`config.mk`:
```
export PLATFORM = sky130hd
export DESIGN_NAME = hazard_stall_ctrl_flat
export DESIGN_NICKNAME = d
export VERILOG_FILES = /design/src/rtl/hazard_stall_ctrl_pkg.sv /design/src/rtl/hazard_stall_ctrl_if.sv /design/src/rtl/hazard_stall_ctrl_stall_counter.sv /design/src/rtl/hazard_stall_ctrl.sv /design/src/flat_wrapper.sv
export SDC_FILE = /design/constraint.sdc
export NUM_CORES = 1
export LEC_CHECK = 0
export CAP_MARGIN = 20
export CORE_ASPECT_RATIO = 0.9
export CORE_MARGIN = 1.5
export CORE_UTILIZATION = 46
export CTS_CLUSTER_DIAMETER = 120
export CTS_CLUSTER_SIZE = 28
export DETAILED_ROUTE_END_ITERATION = 8
export PLACE_DENSITY = 0.76
export SYNTH_ARGS = -nofsm -noshare
export SYNTH_HDL_FRONTEND = slang
export SYNTH_HIERARCHICAL = 1
export SYNTH_SLANG_ARGS = --single-unit
export TNS_END_PERCENT = 5
```
`constraint.sdc`:
```
create_clock -name clock -period 2.7 [get_ports clock]
set_input_delay 0.405 -clock clock [delete_from_list [all_inputs] [get_ports clock]]
set_output_delay 0.405 -clock clock [all_outputs]
set_load 0.03 [all_outputs]
```
`src/rtl/hazard_stall_ctrl_pkg.sv`:
```
// Shared definitions for the pipeline hazard/stall controller: FSM state
// encoding, default field widths and the per-cycle control output bundle.
package hazard_stall_ctrl_pkg;

    localparam int unsigned REG_W_DEF     = 5;
    // Position of MemRead inside the 3-bit M field {Branch, MemRead, MemWrite}.
    localparam int unsigned M_MEMREAD_IDX = 1;

    typedef enum logic [1:0] {
        S_RUN     = 2'd0,
        S_MD_BUSY = 2'd1,
        S_MD_DONE = 2'd2
    } state_e;

    // Control outputs produced every cycle, grouped so each case is one constant.
    typedef struct packed {
        logic pc_write;
        logic ifid_write;
        logic ifid_flush;
        logic idex_write;
        logic idex_bubble;
        logic exmem_bubble;
        logic md_busy;
    } ctrl_t;

    localparam ctrl_t CTRL_NORMAL = '{
        pc_write: 1'b1, ifid_write: 1'b1, ifid_flush: 1'b0, idex_write: 1'b1,
        idex_bubble: 1'b0, exmem_bubble: 1'b0, md_busy: 1'b0
    };
    localparam ctrl_t CTRL_RESET = '{
        pc_write: 1'b0, ifid_write: 1'b0, ifid_flush: 1'b1, idex_write: 1'b0,
        idex_bubble: 1'b1, exmem_bubble: 1'b1, md_busy: 1'b0
    };
    // Taken branch/jump: let PC take the target, squash the two younger instructions.
    localparam ctrl_t CTRL_REDIRECT = '{
        pc_write: 1'b1, ifid_write: 1'b1, ifid_flush: 1'b1, idex_write: 1'b1,
        idex_bubble: 1'b1, exmem_bubble: 1'b0, md_busy: 1'b0
    };
    // Mult/div in EX: hold the front end, keep EX/MEM fed with bubbles.
    localparam ctrl_t CTRL_FREEZE = '{
        pc_write: 1'b0, ifid_write: 1'b0, ifid_flush: 1'b0, idex_write: 1'b0,
        idex_bubble: 1'b0, exmem_bubble: 1'b1, md_busy: 1'b1
    };
    // Load-use: hold PC and IF/ID, let a bubble enter ID/EX.
    localparam ctrl_t CTRL_LOAD_USE = '{
        pc_write: 1'b0, ifid_write: 1'b0, ifid_flush: 1'b0, idex_write: 1'b1,
        idex_bubble: 1'b1, exmem_bubble: 1'b0, md_busy: 1'b0
    };

    // Extract MemRead from an M control field.
    function automatic logic m_memread(input logic [2:0] m_field);
        return m_field[M_MEMREAD_IDX];
    endfunction

endpackage

```
`src/rtl/hazard_stall_ctrl_if.sv`:
```
// Interface between the pipeline datapath (master) and the stall controller (slave).
interface hazard_stall_ctrl_if
    import hazard_stall_ctrl_pkg::*;
#(
    parameter int unsigned REG_W = REG_W_DEF,
    parameter int unsigned CNT_W = 16
);

    logic [REG_W-1:0] id_rs;
    logic [REG_W-1:0] id_rt;
    logic             id_uses_rt;
    logic             idex_memread;
    logic [REG_W-1:0] idex_rt;
    logic             ex_muldiv;
    logic             ex_redirect;

    logic             pc_write;
    logic             ifid_write;
    logic             ifid_flush;
    logic             idex_write;
    logic             idex_bubble;
    logic             exmem_bubble;
    logic             md_busy;
    logic [CNT_W-1:0] stall_cnt;

    modport master (
        output id_rs, id_rt, id_uses_rt, idex_memread, idex_rt, ex_muldiv, ex_redirect,
        input  pc_write, ifid_write, ifid_flush, idex_write, idex_bubble, exmem_bubble,
               md_busy, stall_cnt
    );

    modport slave (
        input  id_rs, id_rt, id_uses_rt, idex_memread, idex_rt, ex_muldiv, ex_redirect,
        output pc_write, ifid_write, ifid_flush, idex_write, idex_bubble, exmem_bubble,
               md_busy, stall_cnt
    );

endinterface

```
`src/rtl/hazard_stall_ctrl_stall_counter.sv`:
```
// Saturating up-counter with enable; counts stall cycles for performance monitoring.
module hazard_stall_ctrl_stall_counter #(
    parameter int unsigned CNT_W = 16
) (
    input  logic             clock,
    input  logic             reset_n,
    input  logic             i_en,
    output logic [CNT_W-1:0] o_cnt
);

    logic [CNT_W-1:0] r_cnt;

    // Count enabled cycles, sticking at all-ones.
    always_ff @(posedge clock or negedge reset_n) begin
        if (!reset_n) begin
            r_cnt <= '0;
        end else if (i_en && (r_cnt != '1)) begin
            r_cnt <= r_cnt + CNT_W'(1);
        end
    end

    assign o_cnt = r_cnt;

endmodule

```
`src/rtl/hazard_stall_ctrl.sv`:
```
// Pipeline sequencing controller: resolves load-use hazards, EX redirects and
// multi-cycle mult/div occupancy of EX by driving stage enables and bubbles.
module hazard_stall_ctrl
    import hazard_stall_ctrl_pkg::*;
#(
    parameter int unsigned REG_W     = REG_W_DEF,
    parameter int unsigned MD_CYCLES = 32,
    parameter int unsigned CNT_W     = 16
) (
    input  logic               clock,
    input  logic               reset_n,
    hazard_stall_ctrl_if.slave bus
);

    // Start cycle and DONE cycle are part of the occupancy, the rest is counted down.
    localparam logic [7:0] MD_LOAD = 8'(MD_CYCLES - 2);

    state_e           r_state;
    state_e           w_state_next;
    logic [7:0]       r_md_cnt;
    logic [7:0]       w_md_cnt_next;
    logic [REG_W-1:0] w_id_rs;
    logic [REG_W-1:0] w_id_rt;
    logic [REG_W-1:0] w_idex_rt;
    logic             w_load_use;
    ctrl_t            w_ctrl;
    logic [CNT_W-1:0] w_stall_cnt;

    assign w_id_rs   = bus.id_rs;
    assign w_id_rt   = bus.id_rt;
    assign w_idex_rt = bus.idex_rt;

    // A load in EX writing a register that the ID instruction reads ($0 never hazards).
    assign w_load_use = bus.idex_memread && (w_idex_rt != '0) &&
                        ((w_idex_rt == w_id_rs) ||
                         (bus.id_uses_rt && (w_idex_rt == w_id_rt)));

    // Next-state and mult/div countdown.
    always_comb begin
        w_state_next  = r_state;
        w_md_cnt_next = r_md_cnt;
        case (r_state)
            S_RUN: begin
                if (!bus.ex_redirect && bus.ex_muldiv) begin
                    w_md_cnt_next = MD_LOAD;
                    w_state_next  = (MD_LOAD == 8'd0) ? S_MD_DONE : S_MD_BUSY;
                end
            end
            S_MD_BUSY: begin
                w_md_cnt_next = (r_md_cnt == 8'd0) ? 8'd0 : r_md_cnt - 8'd1;
                // Leave once this cycle's decrement brings the count to zero.
                if (r_md_cnt <= 8'd1) begin
                    w_state_next = S_MD_DONE;
                end
            end
            S_MD_DONE: begin
                w_state_next = S_RUN;
            end
            default: begin
                w_state_next  = S_RUN;
                w_md_cnt_next = 8'd0;
            end
        endcase
    end

    // Output decode: same-cycle response to state and hazard inputs.
    always_comb begin
        w_ctrl = CTRL_NORMAL;
        if (!reset_n) begin
            w_ctrl = CTRL_RESET;
        end else begin
            case (r_state)
                S_RUN: begin
                    if (bus.ex_redirect) begin
                        w_ctrl = CTRL_REDIRECT;
                    end else if (bus.ex_muldiv) begin
                        w_ctrl = CTRL_FREEZE;
                    end else if (w_load_use) begin
                        w_ctrl = CTRL_LOAD_USE;
                    end
                end
                S_MD_BUSY: begin
                    w_ctrl = CTRL_FREEZE;
                end
                S_MD_DONE: begin
                    // Redirect and ex_muldiv belong to the finishing op; only load-use acts.
                    if (w_load_use) begin
                        w_ctrl = CTRL_LOAD_USE;
                    end
                end
                default: begin
                    w_ctrl = CTRL_NORMAL;
                end
            endcase
        end
    end

    // State registers; reset aborts any mult/div in flight.
    always_ff @(posedge clock or negedge reset_n) begin
        if (!reset_n) begin
            r_state  <= S_RUN;
            r_md_cnt <= 8'd0;
        end else begin
            r_state  <= w_state_next;
            r_md_cnt <= w_md_cnt_next;
        end
    end

    hazard_stall_ctrl_stall_counter #(
        .CNT_W (CNT_W)
    ) u_stall_counter (
        .clock   (clock),
        .reset_n (reset_n),
        .i_en    (!w_ctrl.pc_write),
        .o_cnt   (w_stall_cnt)
    );

    assign bus.pc_write     = w_ctrl.pc_write;
    assign bus.ifid_write   = w_ctrl.ifid_write;
    assign bus.ifid_flush   = w_ctrl.ifid_flush;
    assign bus.idex_write   = w_ctrl.idex_write;
    assign bus.idex_bubble  = w_ctrl.idex_bubble;
    assign bus.exmem_bubble = w_ctrl.exmem_bubble;
    assign bus.md_busy      = w_ctrl.md_busy;
    assign bus.stall_cnt    = w_stall_cnt;

endmodule
```
`src/flat_wrapper.sv`:
```
// flat-port wrapper written by rule: the top's interface ports become plain ports
module hazard_stall_ctrl_flat import hazard_stall_ctrl_pkg::*;
#(
    parameter int unsigned REG_W     = REG_W_DEF,
    parameter int unsigned MD_CYCLES = 32,
    parameter int unsigned CNT_W     = 16
)
  (clock, reset_n, bus_id_rs, bus_id_rt, bus_id_uses_rt, bus_idex_memread, bus_idex_rt, bus_ex_muldiv, bus_ex_redirect, bus_pc_write, bus_ifid_write, bus_ifid_flush, bus_idex_write, bus_idex_bubble, bus_exmem_bubble, bus_md_busy, bus_stall_cnt);
  hazard_stall_ctrl_if #(.REG_W(REG_W), .CNT_W(CNT_W)) bus_i ();
  input  logic clock;
  input  logic reset_n;
  input wire logic [$bits(bus_i.id_rs)-1:0] bus_id_rs;
  input wire logic [$bits(bus_i.id_rt)-1:0] bus_id_rt;
  input wire logic [$bits(bus_i.id_uses_rt)-1:0] bus_id_uses_rt;
  input wire logic [$bits(bus_i.idex_memread)-1:0] bus_idex_memread;
  input wire logic [$bits(bus_i.idex_rt)-1:0] bus_idex_rt;
  input wire logic [$bits(bus_i.ex_muldiv)-1:0] bus_ex_muldiv;
  input wire logic [$bits(bus_i.ex_redirect)-1:0] bus_ex_redirect;
  output wire logic [$bits(bus_i.pc_write)-1:0] bus_pc_write;
  output wire logic [$bits(bus_i.ifid_write)-1:0] bus_ifid_write;
  output wire logic [$bits(bus_i.ifid_flush)-1:0] bus_ifid_flush;
  output wire logic [$bits(bus_i.idex_write)-1:0] bus_idex_write;
  output wire logic [$bits(bus_i.idex_bubble)-1:0] bus_idex_bubble;
  output wire logic [$bits(bus_i.exmem_bubble)-1:0] bus_exmem_bubble;
  output wire logic [$bits(bus_i.md_busy)-1:0] bus_md_busy;
  output wire logic [$bits(bus_i.stall_cnt)-1:0] bus_stall_cnt;
  assign bus_i.id_rs = bus_id_rs;
  assign bus_i.id_rt = bus_id_rt;
  assign bus_i.id_uses_rt = bus_id_uses_rt;
  assign bus_i.idex_memread = bus_idex_memread;
  assign bus_i.idex_rt = bus_idex_rt;
  assign bus_i.ex_muldiv = bus_ex_muldiv;
  assign bus_i.ex_redirect = bus_ex_redirect;
  assign bus_pc_write = bus_i.pc_write;
  assign bus_ifid_write = bus_i.ifid_write;
  assign bus_ifid_flush = bus_i.ifid_flush;
  assign bus_idex_write = bus_i.idex_write;
  assign bus_idex_bubble = bus_i.idex_bubble;
  assign bus_exmem_bubble = bus_i.exmem_bubble;
  assign bus_md_busy = bus_i.md_busy;
  assign bus_stall_cnt = bus_i.stall_cnt;
  hazard_stall_ctrl #(.REG_W(REG_W), .MD_CYCLES(MD_CYCLES), .CNT_W(CNT_W)) u_core (.clock(clock), .reset_n(reset_n), .bus(bus_i));
endmodule
```
# ---- Yosys cells after proc, flatten, opt, wreduce, memory -nomap -nowiden
# Index checks and enable logic that the tools add are counted.
dict set report word_totals {
  ff_bits 26
  out_inout_bits 23
  word_cells 38
  in_bits 21
}
dict set report op_classes {
  eq_ne 7
  order_cmp 1
  n_bitwise 1
  reduce_logical 13
  n_addsub 2
  muxes 11
}
# cell count
set ops {}
lappend ops {{$mux W7} 4}
lappend ops {{$pmux W8 S3} 1}
lappend ops {{$pmux W7 S3} 1}
lappend ops {{$add A16 B1 Y16 const B} 1}
lappend ops {{$mux W8} 2}
lappend ops {{$ne A16 B16 Y1 const B} 1}
lappend ops {{$eq A5 B5 Y1} 2}
lappend ops {{$le A8 B1 Y1 const B} 1}
lappend ops {{$logic_not A8 Y1} 1}
lappend ops {{$sub A8 B1 Y8 const B} 1}
lappend ops {{$logic_and A1 B1 Y1} 5}
lappend ops {{$reduce_bool A5 Y1} 1}
lappend ops {{$mux W2} 2}
lappend ops {{$ne A2 B1 Y1 const B} 2}
lappend ops {{$pmux W2 S2} 1}
lappend ops {{$reduce_and A2 Y1} 2}
lappend ops {{$eq A2 B1 Y1 const B} 1}
lappend ops {{$eq A2 B2 Y1 const B} 1}
lappend ops {{$logic_not A1 Y1} 2}
lappend ops {{$logic_not A2 Y1} 1}
lappend ops {{$logic_or A1 B1 Y1} 1}
lappend ops {{$not A1 Y1} 1}

# ---- Logic depth before layout (Yosys ltp)
dict set report logic_depth {
  ltp_word 11
  ltp_mapped 9
  ltp_nobuf 9
}

# ---- Modules after synthesis
# The synthesis kept the hierarchy.
# mod area_per_inst_um2 seq_area_each_um2 cells_per_inst instances
set modules_own_cells {}
lappend modules_own_cells {hazard_stall_ctrl_stall_counter 859.6 400.4 72 1}
lappend modules_own_cells {hazard_stall_ctrl 789.5 250.2 92 1}

# ---- Worst setup path before layout
# Ideal clock, no wire load.
dict set report synth_path {
  kind {register to register}
  start {register u_core.r_state[0]}
  end {register u_core.u_stall_counter.r_cnt[7] (netlist: u_core/u_stall_counter/o_cnt[7])}
  t_required_ns 2.567
  t_arrival_ns 2.261
  n_path_buf 0
  period_less_slack_ns 2.394
  slack_ns 0.306
  setup_ns 0.133
  path_stages_with_launch 10
  cell_sequence {dfrtp_1 inv_1 a21o_1 nand2_1 inv_1 o21ai_0 and3_1 and4_2 a31oi_1 a31oi_1}
}
dict set report synth_via {
  elab_chain_cells 5
  elab_cells_between_ends 7
  classes_between {eq/ne: 2; mux: 2; reduce/logical: 3}
}
# item line_no
set synth_lines {}
lappend synth_lines {{start: declaration} hazard_stall_ctrl.sv:18} ;# state_e r_state;
lappend synth_lines {{start signal: assignment} hazard_stall_ctrl.sv:104} ;# r_state <= w_state_next;
lappend synth_lines {{$eq A2 B2 Y1, or another cell as far along} hazard_stall_ctrl.sv:72} ;# case (r_state)
lappend synth_lines {{$pmux W7 S3 *} hazard_stall_ctrl.sv:72}
lappend synth_lines {{$mux W7 *} hazard_stall_ctrl.sv:69} ;# if (!reset_n) begin
lappend synth_lines {{$logic_not A1 Y1 *} hazard_stall_ctrl.sv:114} ;# .i_en (!w_ctrl.pc_write),
lappend synth_lines {{$logic_and A1 B1 Y1 *} hazard_stall_ctrl_stall_counter.sv:17} ;# end else if (i_en && (r_cnt != '1)) begin
lappend synth_lines {{end signal: assignment} hazard_stall_ctrl_stall_counter.sv:18} ;# r_cnt <= r_cnt + CNT_W'(1);
lappend synth_lines {{end: declaration} hazard_stall_ctrl_stall_counter.sv:11} ;# logic [CNT_W-1:0] r_cnt;
# Every way passes the cells marked *; elsewhere a longest branch is shown, timed or not.
# A chain may end at the register's enable or synchronous reset.

# ---- Worst setup path after layout
dict set report layout_path {
  start {input bus_idex_rt[3]}
  end {register u_core.u_stall_counter.r_cnt[15] (netlist: u_core/u_stall_counter/o_cnt[15])}
}
dict set report layout_via {
  elab_chain_cells 11
  elab_cells_between_ends 14
  classes_between {eq/ne: 2; mux: 5; reduce/logical: 7}
}
# item line_no
set layout_lines {}
lappend layout_lines {{start: declaration} flat_wrapper.sv:16} ;# input wire logic [$bits(bus_i.idex_rt)-1:0] bus_idex_rt;
lappend layout_lines {{$eq A5 B5 Y1} hazard_stall_ctrl.sv:36} ;# (bus.id_uses_rt && (w_idex_rt == w_id_rt)));
lappend layout_lines {{$logic_and A1 B1 Y1} hazard_stall_ctrl.sv:36}
lappend layout_lines {{$logic_or A1 B1 Y1} hazard_stall_ctrl.sv:35} ;# ((w_idex_rt == w_id_rs) ||
lappend layout_lines {{$logic_and A1 B1 Y1 *} hazard_stall_ctrl.sv:34} ;# assign w_load_use = bus.idex_memread && (w_idex_rt != '0) &&
lappend layout_lines {{$mux W7 *} {hazard_stall_ctrl.sv:78, hazard_stall_ctrl.sv:87}}
lappend layout_lines {{$mux W7} hazard_stall_ctrl.sv:76} ;# end else if (bus.ex_muldiv) begin
lappend layout_lines {{$mux W7} hazard_stall_ctrl.sv:74} ;# if (bus.ex_redirect) begin
lappend layout_lines {{$pmux W7 S3 *} hazard_stall_ctrl.sv:72}
lappend layout_lines {{$mux W7 *} hazard_stall_ctrl.sv:69}
lappend layout_lines {{$logic_not A1 Y1 *} hazard_stall_ctrl.sv:114}
lappend layout_lines {{$logic_and A1 B1 Y1 *} hazard_stall_ctrl_stall_counter.sv:17}
# Marks and branches as above.

==> metrics.cfg <==
[global_routing]
grt_busiest_layer=met2
met3_usage_pct=4.33
track_usage_pct=21.5
met2_usage_pct=35.0
grt_antenna_before_repair=0
grt_pass1_wl_um=6410
gr-total-overflow=0
grt_max_degree=28
met1_usage_pct=29.1
grt_pass1_vias=1401

[worst_setup_path]
arrival_ns=2.63
cp_slowest_cell=clkdlybuf4s50_1
cp-end-kind=flip-flop
reg2reg_to=u_core/u_stall_counter/o_cnt[15]
r2r_start=u_core/r_state[0]
r2r_slack_ns=0.52
crit_family=simple AND/OR/NAND/NOR gates
cpPeakStageDelay_ns=0.47
path_buf_inv=2
worstPathRequired_ns=2.86
cp_cell_sequence=clkdlybuf4s50_1, xor2_1, nor4_1, a32oi_1, o21ai_0, buf_4, nand4_1, nor4_4, and4b_1, a21oi_1
critPathKind=in -> reg
reg2reg_depth=10
start_kind=input pin
worstPathMaxFanout=5

[detailed_routing]
drc_errors=0
antenna_left=0
drt_first_pass_iters=5
wl_um=4130
drtIter0Drc=51
wire_per_inst_um=16.1
via_count=1487
viasPerCell=5.81

[placed_design]
placedCellCount=252
place_ws_ns=-0.0244
dp_hpwl_um=3070
routabilityCongestion=0.882
port-buffer-count=43
placed_cell_area_sq_um=2130

[sta]
period_minus_slack_ns=2.47
fin_ws_ns=0.233
slew_headroom_pct=74.1
skew_ns=0.00185
grt_setup_unrepaired=no
tightest_slew_ns=0.385
final-max-slew-violation-count=0
final_hold_viol_count=0
finalSetupViolCount=0
fin_crit_sh_pct=91.4
fmax_mhz=405

[power_and_ir_drop]
swShare_pct=22.1
pwr-share-clk_pct=35.4
pwr-share-seq_pct=54.1
peakVddDrop_mv=0.170
power.density_nw_per_um2=330
power.switching_mw=0.159
power_frac_comb_pct=10.4
leakagePower_nw=0.891
cell_internal_pwr_mw=0.560

[cts]
clk_latency_ns=0.27
cts_buffer_depth=2
clkTransAtPathRegs_ns=0.09
cts_tree=built
postCtsHoldBufs=0
cts-root-buf=clkbuf_8
postCtsSetupBuffers=0
cts.repair.resized=0
cts_buffers=3
htree_levels=1
clock-sinks=26

[synthesis]
synth_async_sr_flop_share_pct=100
ys_seq_elements=26
yosysWarnings=6
yosysMostFrequentCell=dfrtp_1
syn_area_per_cell_sq_um=10.1
syn-instance-count=164
synth.net_count=188
synth_edf_count=0
synth_common_cells=dfrtp_1 (26), nand2_1 (11), xor2_1 (11)
synth_top_flop_cell=dfrtp_1
synth_top_area_share_pct=39.5
synth_top_area_cell=dfrtp_1
synth_cell_types=44
synth_area_leaders=dfrtp_1 (39%), xor2_1 (5.8%), xnor2_1 (4.2%)
syn-cell-area_sq_um=1650
ys_seq_area_share_pct=39.5

[cells_and_area]
drive_gt1_share_pct=13.2
multi_input_area_sq_um=961
nNetsFinal=237
fill_cells=294
areaGrowthSynthToFinish_pct=32.2
ff_latch_area_sq_um=651
fin_util_pct=64.1
final_cells=256
fin_area_sq_um=2180
num_antenna_cells=0

[die]
die_w_um=66.1
core.rowCount=20
dieArea_sq_um=3950
coreArea_sq_um=3400
chipHeight_um=59.8
initial_core_util_pct=48.5
io_pins=44

[min_path]
min_to=u_core/u_stall_counter/o_cnt[15]
min_from=u_core/u_stall_counter/o_cnt[15]
hp-class=reg -> reg
whs_path_depth=1

[flow_run]
drv_cap=0

[run_status]
status=completed

## power groups by stage
stage / logic (mW) / registers (mW) / clock network [mW]
2_1_floorplan: 0.0230 / 0.397 / 0
3_3_place_gp: 0.0734 / 0.397 / 0
3_5_place_dp: 0.0749 / 0.397 / 0
4_1_cts: 0.0755 / 0.389 / 0.259
5_1_grt: 0.0807 / 0.389 / 0.281
6_report: 0.0750 / 0.389 / 0.255
## sequential cells by signal, indices dropped and copies added (netlist names)
| signal | cells |
|---|---|
| u_core/r_md_cnt | 8 |
| u_core/r_state | 2 |
| u_core/u_stall_counter/o_cnt | 16 |
## cell usage in the layout (no fill, tap or decap), types with 3 or more instances in the layout
cell type / netlist / final
nand3_1: 7 / 7
nand4_1: 8 / 8
nor2_1: 9 / 9
a21o_1: 3 / 3
o21a_1: 7 / 7
nand2_1: 11 / 11
clkbuf_8: 0 / 4
nand2b_1: 4 / 4
clkdlybuf4s50_1: 0 / 38
buf_4: 1 / 8
nor4_1: 4 / 4
and3_1: 3 / 3
inv_1: 5 / 5
dfrtp_1: 26 / 26
xnor2_1: 8 / 8
nor3_1: 4 / 4
o21ai_1: 3 / 3
nor4_4: 3 / 3
xor2_1: 11 / 11
ha_1: 3 / 3
a21oi_1: 8 / 8
o21ai_0: 8 / 8
a31oi_1: 3 / 3
## through the flow
| stage | TNS, ns | hold WS [ns] | power (mW) |
|---|---|---|---|
| after CTS | 0 | 0.537 | 0.724 |
| after global placement | 0 | 0.505 | 0.470 |
| after global routing | 0 | 0.579 | 0.751 |
| after floorplan | 0 | 0.109 | 0.420 |
| final | 0 | 0.539 | 0.719 |
| after detailed placement | -0.0244 | 0.520 | 0.472 |
## metal layers
layer,part of all wire [%],up-vias
met2,44,49
met4,1.5,0
met5,0,-
met3,6.4,6
li1,-,709
met1,48,723
## cell type report
type,instances,share of cell area [%]
clock buffers,4,2.52
inverters,5,0.861
multi-input cells,131,44.1
flip-flops and latches,26,29.8
well taps,44,2.52
repair buffers,46,20.2
## cells by family after synthesis
| logic type | count (synthesis) | share of synthesized area (%) |
|---|---|---|
| buffers and inverters | 7 | 2.28 |
| muxes | 2 | 1.29 |
| and+or+nand+nor | 68 | 28.8 |
| AOI/OAI and AO/OA | 39 | 15.8 |
| adders and majority gates | 3 | 2.28 |
| DFF | 26 | 39.5 |
| xor gates and xnor gates | 19 | 10.1 |
## how the worst max path moves through the flow
stage / startpoint / end / slack, ns / depth (start not counted)
after floorplan: u_core/r_state[0] / u_core/u_stall_counter/o_cnt[7] / 0.31 / 9
after CTS: bus_idex_rt[3] / u_core/u_stall_counter/o_cnt[15] / 0.23 / 10
after global placement: bus_idex_rt[3] / u_core/u_stall_counter/o_cnt[15] / 0.03 / 10
after global routing: bus_idex_rt[3] / u_core/u_stall_counter/o_cnt[15] / 0.05 / 10
final: bus_idex_rt[3] / u_core/u_stall_counter/o_cnt[15] / 0.23 / 10
after detailed placement: bus_idex_rt[3] / u_core/u_stall_counter/o_cnt[15] / -0.02 / 10
(Power assumes the default switching activity.)
